==> src/rtl/pipe_mw_skid.sv <==
// MEM->WB pipeline stage: 2-entry skid buffer, write-back data select,
// RF forwarding lookups and a retired-instruction counter.
module pipe_mw_skid #(
  parameter int DATA_W = 32,
  parameter int REG_AW = 5,
  parameter int CNT_W  = 32
) (
  input  logic              clk,
  input  logic              rst,
  input  logic              in_valid,
  output logic              in_ready,
  input  logic [DATA_W-1:0] in_npc,
  input  logic [DATA_W-1:0] in_aluc,
  input  logic [DATA_W-1:0] in_mul_res,
  input  logic [DATA_W-1:0] in_dm_rdata,
  input  logic              in_lw,
  input  logic              in_jal,
  input  logic              in_mul,
  input  logic              in_rf_wena,
  input  logic [REG_AW-1:0] in_rf_waddr,
  input  logic              flush,
  output logic              out_valid,
  input  logic              out_ready,
  output logic [DATA_W-1:0] out_npc,
  output logic [DATA_W-1:0] out_aluc,
  output logic [DATA_W-1:0] out_mul_res,
  output logic [DATA_W-1:0] out_dm_rdata,
  output logic              out_lw,
  output logic              out_jal,
  output logic              out_mul,
  output logic              out_rf_wena,
  output logic [REG_AW-1:0] out_rf_waddr,
  output logic              wb_we,
  output logic [DATA_W-1:0] wb_wdata,
  input  logic [REG_AW-1:0] fwd_raddr_a,
  input  logic [REG_AW-1:0] fwd_raddr_b,
  output logic              fwd_hit_a,
  output logic              fwd_hit_b,
  output logic [DATA_W-1:0] fwd_data_a,
  output logic [DATA_W-1:0] fwd_data_b,
  output logic [CNT_W-1:0]  retire_cnt
);
  typedef struct packed {
    logic [DATA_W-1:0] npc;
    logic [DATA_W-1:0] aluc;
    logic [DATA_W-1:0] mul_res;
    logic [DATA_W-1:0] dm_rdata;
    logic              lw;
    logic              jal;
    logic              mul;
    logic              rf_wena;
    logic [REG_AW-1:0] rf_waddr;
  } ent_t;

  // bit0 = head valid, bit1 = skid valid, so in_ready is a plain flop output
  typedef enum logic [1:0] {EMPTY = 2'b00, ONE = 2'b01, FULL = 2'b11} state_t;

  state_t state, state_nxt;
  ent_t   h, s, in_ent;
  logic   hv, sv, accept, pop, load_h, load_s, h_from_s;

  function automatic logic [DATA_W-1:0] wb_sel(input ent_t e);
    if (e.lw)       return e.dm_rdata;
    else if (e.jal) return e.npc;
    else if (e.mul) return e.mul_res;
    else            return e.aluc;
  endfunction

  function automatic logic fwd_match(input logic v, input ent_t e, input logic [REG_AW-1:0] a);
    return v && e.rf_wena && (e.rf_waddr == a) && (a != '0);
  endfunction

  assign in_ent = '{npc: in_npc, aluc: in_aluc, mul_res: in_mul_res, dm_rdata: in_dm_rdata,
                    lw: in_lw, jal: in_jal, mul: in_mul, rf_wena: in_rf_wena,
                    rf_waddr: in_rf_waddr};

  assign hv       = state[0];
  assign sv       = state[1];
  assign in_ready = ~sv;
  assign accept   = in_valid & in_ready;
  assign pop      = hv & out_ready;

  always_ff @(posedge clk or posedge rst) begin
    if (rst) state <= EMPTY;
    else     state <= state_nxt;
  end

  always_comb begin
    state_nxt = state;
    load_h    = 1'b0;
    load_s    = 1'b0;
    h_from_s  = 1'b0;
    case (state)
      EMPTY: if (accept) begin load_h = 1'b1; state_nxt = ONE; end
      ONE: begin
        if (accept && pop)  load_h = 1'b1;
        else if (accept)    begin load_s = 1'b1; state_nxt = FULL; end
        else if (pop)       state_nxt = EMPTY;
      end
      FULL: if (pop) begin h_from_s = 1'b1; state_nxt = ONE; end
      default: state_nxt = EMPTY;
    endcase
    // flush wins: the pop (if any) still commits via retire_cnt/wb_we
    if (flush) begin
      state_nxt = EMPTY;
      load_h    = 1'b0;
      load_s    = 1'b0;
      h_from_s  = 1'b0;
    end
  end

  always_ff @(posedge clk or posedge rst) begin
    if (rst) begin
      h <= '0;
      s <= '0;
    end else begin
      if (load_h)        h <= in_ent;
      else if (h_from_s) h <= s;
      if (load_s)        s <= in_ent;
    end
  end

  always_ff @(posedge clk or posedge rst) begin
    if (rst)      retire_cnt <= '0;
    else if (pop) retire_cnt <= retire_cnt + CNT_W'(1);
  end

  assign out_valid    = hv;
  assign out_npc      = h.npc;
  assign out_aluc     = h.aluc;
  assign out_mul_res  = h.mul_res;
  assign out_dm_rdata = h.dm_rdata;
  assign out_lw       = h.lw;
  assign out_jal      = h.jal;
  assign out_mul      = h.mul;
  assign out_rf_wena  = h.rf_wena;
  assign out_rf_waddr = h.rf_waddr;

  assign wb_we    = pop & h.rf_wena & (h.rf_waddr != '0);
  assign wb_wdata = hv ? wb_sel(h) : '0;

  // skid entry is younger, so it wins over the head
  always_comb begin
    fwd_hit_a  = 1'b0;
    fwd_data_a = '0;
    fwd_hit_b  = 1'b0;
    fwd_data_b = '0;
    if (fwd_match(sv, s, fwd_raddr_a))      begin fwd_hit_a = 1'b1; fwd_data_a = wb_sel(s); end
    else if (fwd_match(hv, h, fwd_raddr_a)) begin fwd_hit_a = 1'b1; fwd_data_a = wb_sel(h); end
    if (fwd_match(sv, s, fwd_raddr_b))      begin fwd_hit_b = 1'b1; fwd_data_b = wb_sel(s); end
    else if (fwd_match(hv, h, fwd_raddr_b)) begin fwd_hit_b = 1'b1; fwd_data_b = wb_sel(h); end
  end
endmodule

==> config.mk <==
export PLATFORM = sky130hd
export DESIGN_NAME = pipe_mw_skid
export DESIGN_NICKNAME = d
export VERILOG_FILES = /design/src/rtl/pipe_mw_skid.sv
export SDC_FILE = /design/constraint.sdc
export NUM_CORES = 1
export LEC_CHECK = 0
export CELL_PAD_IN_SITES_DETAIL_PLACEMENT = 0
export CELL_PAD_IN_SITES_GLOBAL_PLACEMENT = 1
export CORE_ASPECT_RATIO = 0.6
export CORE_UTILIZATION = 34
export CTS_CLUSTER_SIZE = 24
export DETAILED_ROUTE_END_ITERATION = 8
export GPL_TIMING_DRIVEN = 0
export PLACE_DENSITY = 0.83
export SLEW_MARGIN = 20
export SYNTH_ARGS = -nofsm -noshare
export SYNTH_HDL_FRONTEND = slang
export SYNTH_SLANG_ARGS = --single-unit
==> constraint.sdc <==
create_clock -name clk -period 17.6 [get_ports clk]
set_input_delay 5.28 -clock clk [delete_from_list [all_inputs] [get_ports clk]]
set_output_delay 5.28 -clock clk [all_outputs]
set_load 0.02 [all_outputs]
==> impl_metrics.yaml, run 1 <==
sta:
  worst_pin_slew_ns: 1.17
  fin_crit_ns: 13.85
  relSlewSlack_pct: 21.8
  clock.fmax_mhz: 72.2
  setup_viol: 0
  hold_viol_final: 0
  period_share_pct: 78.7
  finalMaxSlewViolations: 0
  skew_ns: 0.0111
  rsz0062_at_grt: "no"
grt:
  grt_max_degree: 105
  grt_pass1_wl_um: 99700
  track_usage_pct: 29.1
  grt_pass1_vias: 14400
  antenna_found_initial: 8
  grt-ovfl-total: 0
drt:
  vias: 14200
  drtPass1Iterations: 5
  via_per_inst: 5.47
  drc: 0
  final_antenna_net_count: 0
  wl_per_cell_um: 27.1
  wl_um: 70500
  drt_first_iter_violations: 1219
yosys:
  ys_warn_count: 0
  synth-seq-cells: 308
  synth.mux.area_fraction_pct: 25.2
  synth_xor_area_share_pct: 2.88
  syn_area_per_cell_um2: 10.7
  synth_top_family_by_area: "multiplexers"
  synth_flop_cell: "dfrtp_1"
  synth_simple_gate_area_share_pct: 9.47
  synth_cells: 1485
  synth_compound_area_share_pct: 10.3
  async_flop_share_pct: 100
  yosys.cell_types.count: 45
  syn-num-nets: 1642
  synth_edf_count: 0
  synth_adder_area_share_pct: 0.395
  syn-cell-area_um2: 15800
  seq_area_frac_synth_pct: 48.7
cts:
  ctsHoldBuffers: 0
  cts_resized: 0
  cts_tree: "done"
  path_clk_slew_ns: 0.06
  htree_levels: 2
  clk_latency_ns: 0.53
  cts.sinks: 308
  cts_max_path_buffers: 3
  cts_buffers: 34
  cts_setup_buffers: 0
  cts-root-buf: "clkbuf_16"
die:
  die-area_um2: 47400
  start_util_pct: 34.9
  rows: 60
  chipWidth_um: 280
  core_um2: 45300
  io_pins: 422
  fp.dieH_um: 169
power_and_ir_drop:
  cellLeakagePower_uw: 0.0101
  p_total_uw: 4130
  pwr_density_cell_nw_per_um2: 186
  peakVddDrop_mv: 0.0986
hold_path:
  hp-class: "reg2reg"
critical_path:
  rrSetupSlack_ns: 13.60
  cp.arrival_ns: 8.57
  critPathKind: "in2out"
  critPathLaunchType: "input pin"
  required_ns: 12.32
  end_kind: "output port"
  crit_path_max_fanout: 10
place:
  dpl.hpwl_um: 51800
  numPortBuffers: 421
  numPlacedInstances: 2530
  gp_congestion: 0.879
layout:
  mostFrequentLayoutCells: "clkdlybuf4s50_1 (421), dfrtp_1 (308), mux2i_1 (244), nor2_1 (202), a21oi_1 (170)"
  final_common_cell: "clkdlybuf4s50_1"
  drive_gt1_share_pct: 13.0
  seqCellArea_um2: 7710
  syn2layout_area_growth_pct: 40.2
  multi_input_area_um2: 7630
  fin_cells: 2598
  nets: 2103
  fillers: 4175
status:
  status: "finished, final reports clean"
run:
  max_cap_violations: 0
worst paths after layout:
kind | startpoint | to | cells past startpoint
hold / removal | retire_cnt[31]$_DFFE_PP0N_ | retire_cnt[31]$_DFFE_PP0N_ | 1
min in group asynchronous | rst | s[88]$_DFFE_PP0P_ | 2
max in group asynchronous | rst | retire_cnt[7]$_DFFE_PP0N_ | 4
setup reg to reg | state[0]$_DFFE_PP0P_ | out_dm_rdata[24]$_DFFE_PP0P_ | 7
hold reg to reg | retire_cnt[31]$_DFFE_PP0N_ | retire_cnt[31]$_DFFE_PP0N_ | 1
setup / recovery | fwd_raddr_b[1] | fwd_data_b[11] | 8
critical path: stages:
cell and delay [ns]:
clkdlybuf4s50_1 0.48, xor2_1 0.17, nor4_1 0.27, nand4_1 0.48, nand2b_1 0.55, buf_2 0.47
o22ai_1 0.24, clkdlybuf4s50_1 0.61
metal layers:
| metal | vias to the layer above | track usage [%] | wire length (µm) |
|---|---|---|---|
| met3 | 119 | 6.67 | 5440 |
| met5 | - | 0 | 0 |
| met4 | 0 | 9.76 | 2200 |
| met2 | 654 | 45.5 | 31800 |
| met1 | 7207 | 39.8 | 31000 |
| li1 | 6236 | - | - |
logic make-up after synthesis:
| logic type | after synthesis |
|---|---|
| multiplexers | 381 |
| buffers and inverters | 113 |
| adder cells (fa/ha/maj) | 5 |
| AO/OA/AOI/OAI | 293 |
| AND/OR/NAND/NOR | 333 |
| flip-flops | 308 |
| XOR/XNOR | 52 |
registers in the layout, summed over array words and instances (netlist names), 2 cells and up:
signal	count
s	137
state	2
out_rf_waddr	5
out_mul_res	32
out_aluc	32
out_npc	32
out_dm_rdata	32
retire_cnt	32
through the flow:
stage               setup slack [ns]  instance area [µm²]  TNS [ns]  utilization (%)  hold WS (ns)
detailed placement              3.84                20900         0             46.1         0.466
global placement              -0.125                20800    -19.54             45.9         0.462
finish                          3.75                22200         0             48.9         0.478
CTS                             3.84                22200         0             48.9         0.474
floorplan                       3.80                15800         0                -         0.501
global route                    3.67                22200         0             48.9         0.503
layout make-up:
type	count	share of cell area [%]
Multi-Input combinational cell	1064	34.4
Inverter	5	0.118
Sequential cell	308	34.8
Clock inverter	9	0.683
Clock buffer	53	4.94
Timing Repair Buffer	425	19.4
Tap cell	620	3.50
Buffer	108	2.10
Antenna cell	6	0.0677
cell usage after synthesis (3+ instances only):
library cell / instances / share of area, %
a211oi_1: 32 / 1.5
a21oi_1: 170 / 5.4
and2_1: 3 / 0.12
and3_1: 3 / 0.12
and4_1: 3 / 0.17
buf_2: 42 / 1.3
clkbuf_1: 62 / 1.5
dfrtp_1: 308 / 49
ha_1: 5 / 0.40
inv_1: 3 / 0.071
mux2_2: 137 / 9.8
mux2i_1: 244 / 15
nand2_1: 58 / 1.4
nand2b_1: 11 / 0.44
nand3_1: 14 / 0.44
nand4_1: 7 / 0.28
nor2_1: 202 / 4.8
nor2b_1: 9 / 0.36
nor3_1: 3 / 0.095
o21ai_0: 32 / 1.0
o22ai_1: 55 / 2.2
xnor2_1: 34 / 1.9
xor2_1: 18 / 1.0
where the power goes:
group	internal (µW)	total, µW	switching, µW
Sequential	1030	1330	302
Clock	488	803	314
Combinational	862	2000	1140
Total	2380	4130	1750
Power figures use the tool's default switching activity.
==> inputs of run 2 (changes only) <==
Clock period 17.6 ns to 14.23 ns, I/O delays scaled along.
==> results of run 2 <==
Same layout as run 1 (identical final DEF). Status: finished, final reports clean.
Among the figures that moved: setup slack after placement 3.84 ns -> 2.49 ns; setup slack after layout 3.75 ns -> 2.40 ns; register-to-register setup slack 13.60 ns -> 10.23 ns; total power 4130 µW -> 5110 µW; worst IR drop on VDD 0.0986 mV -> 0.122 mV
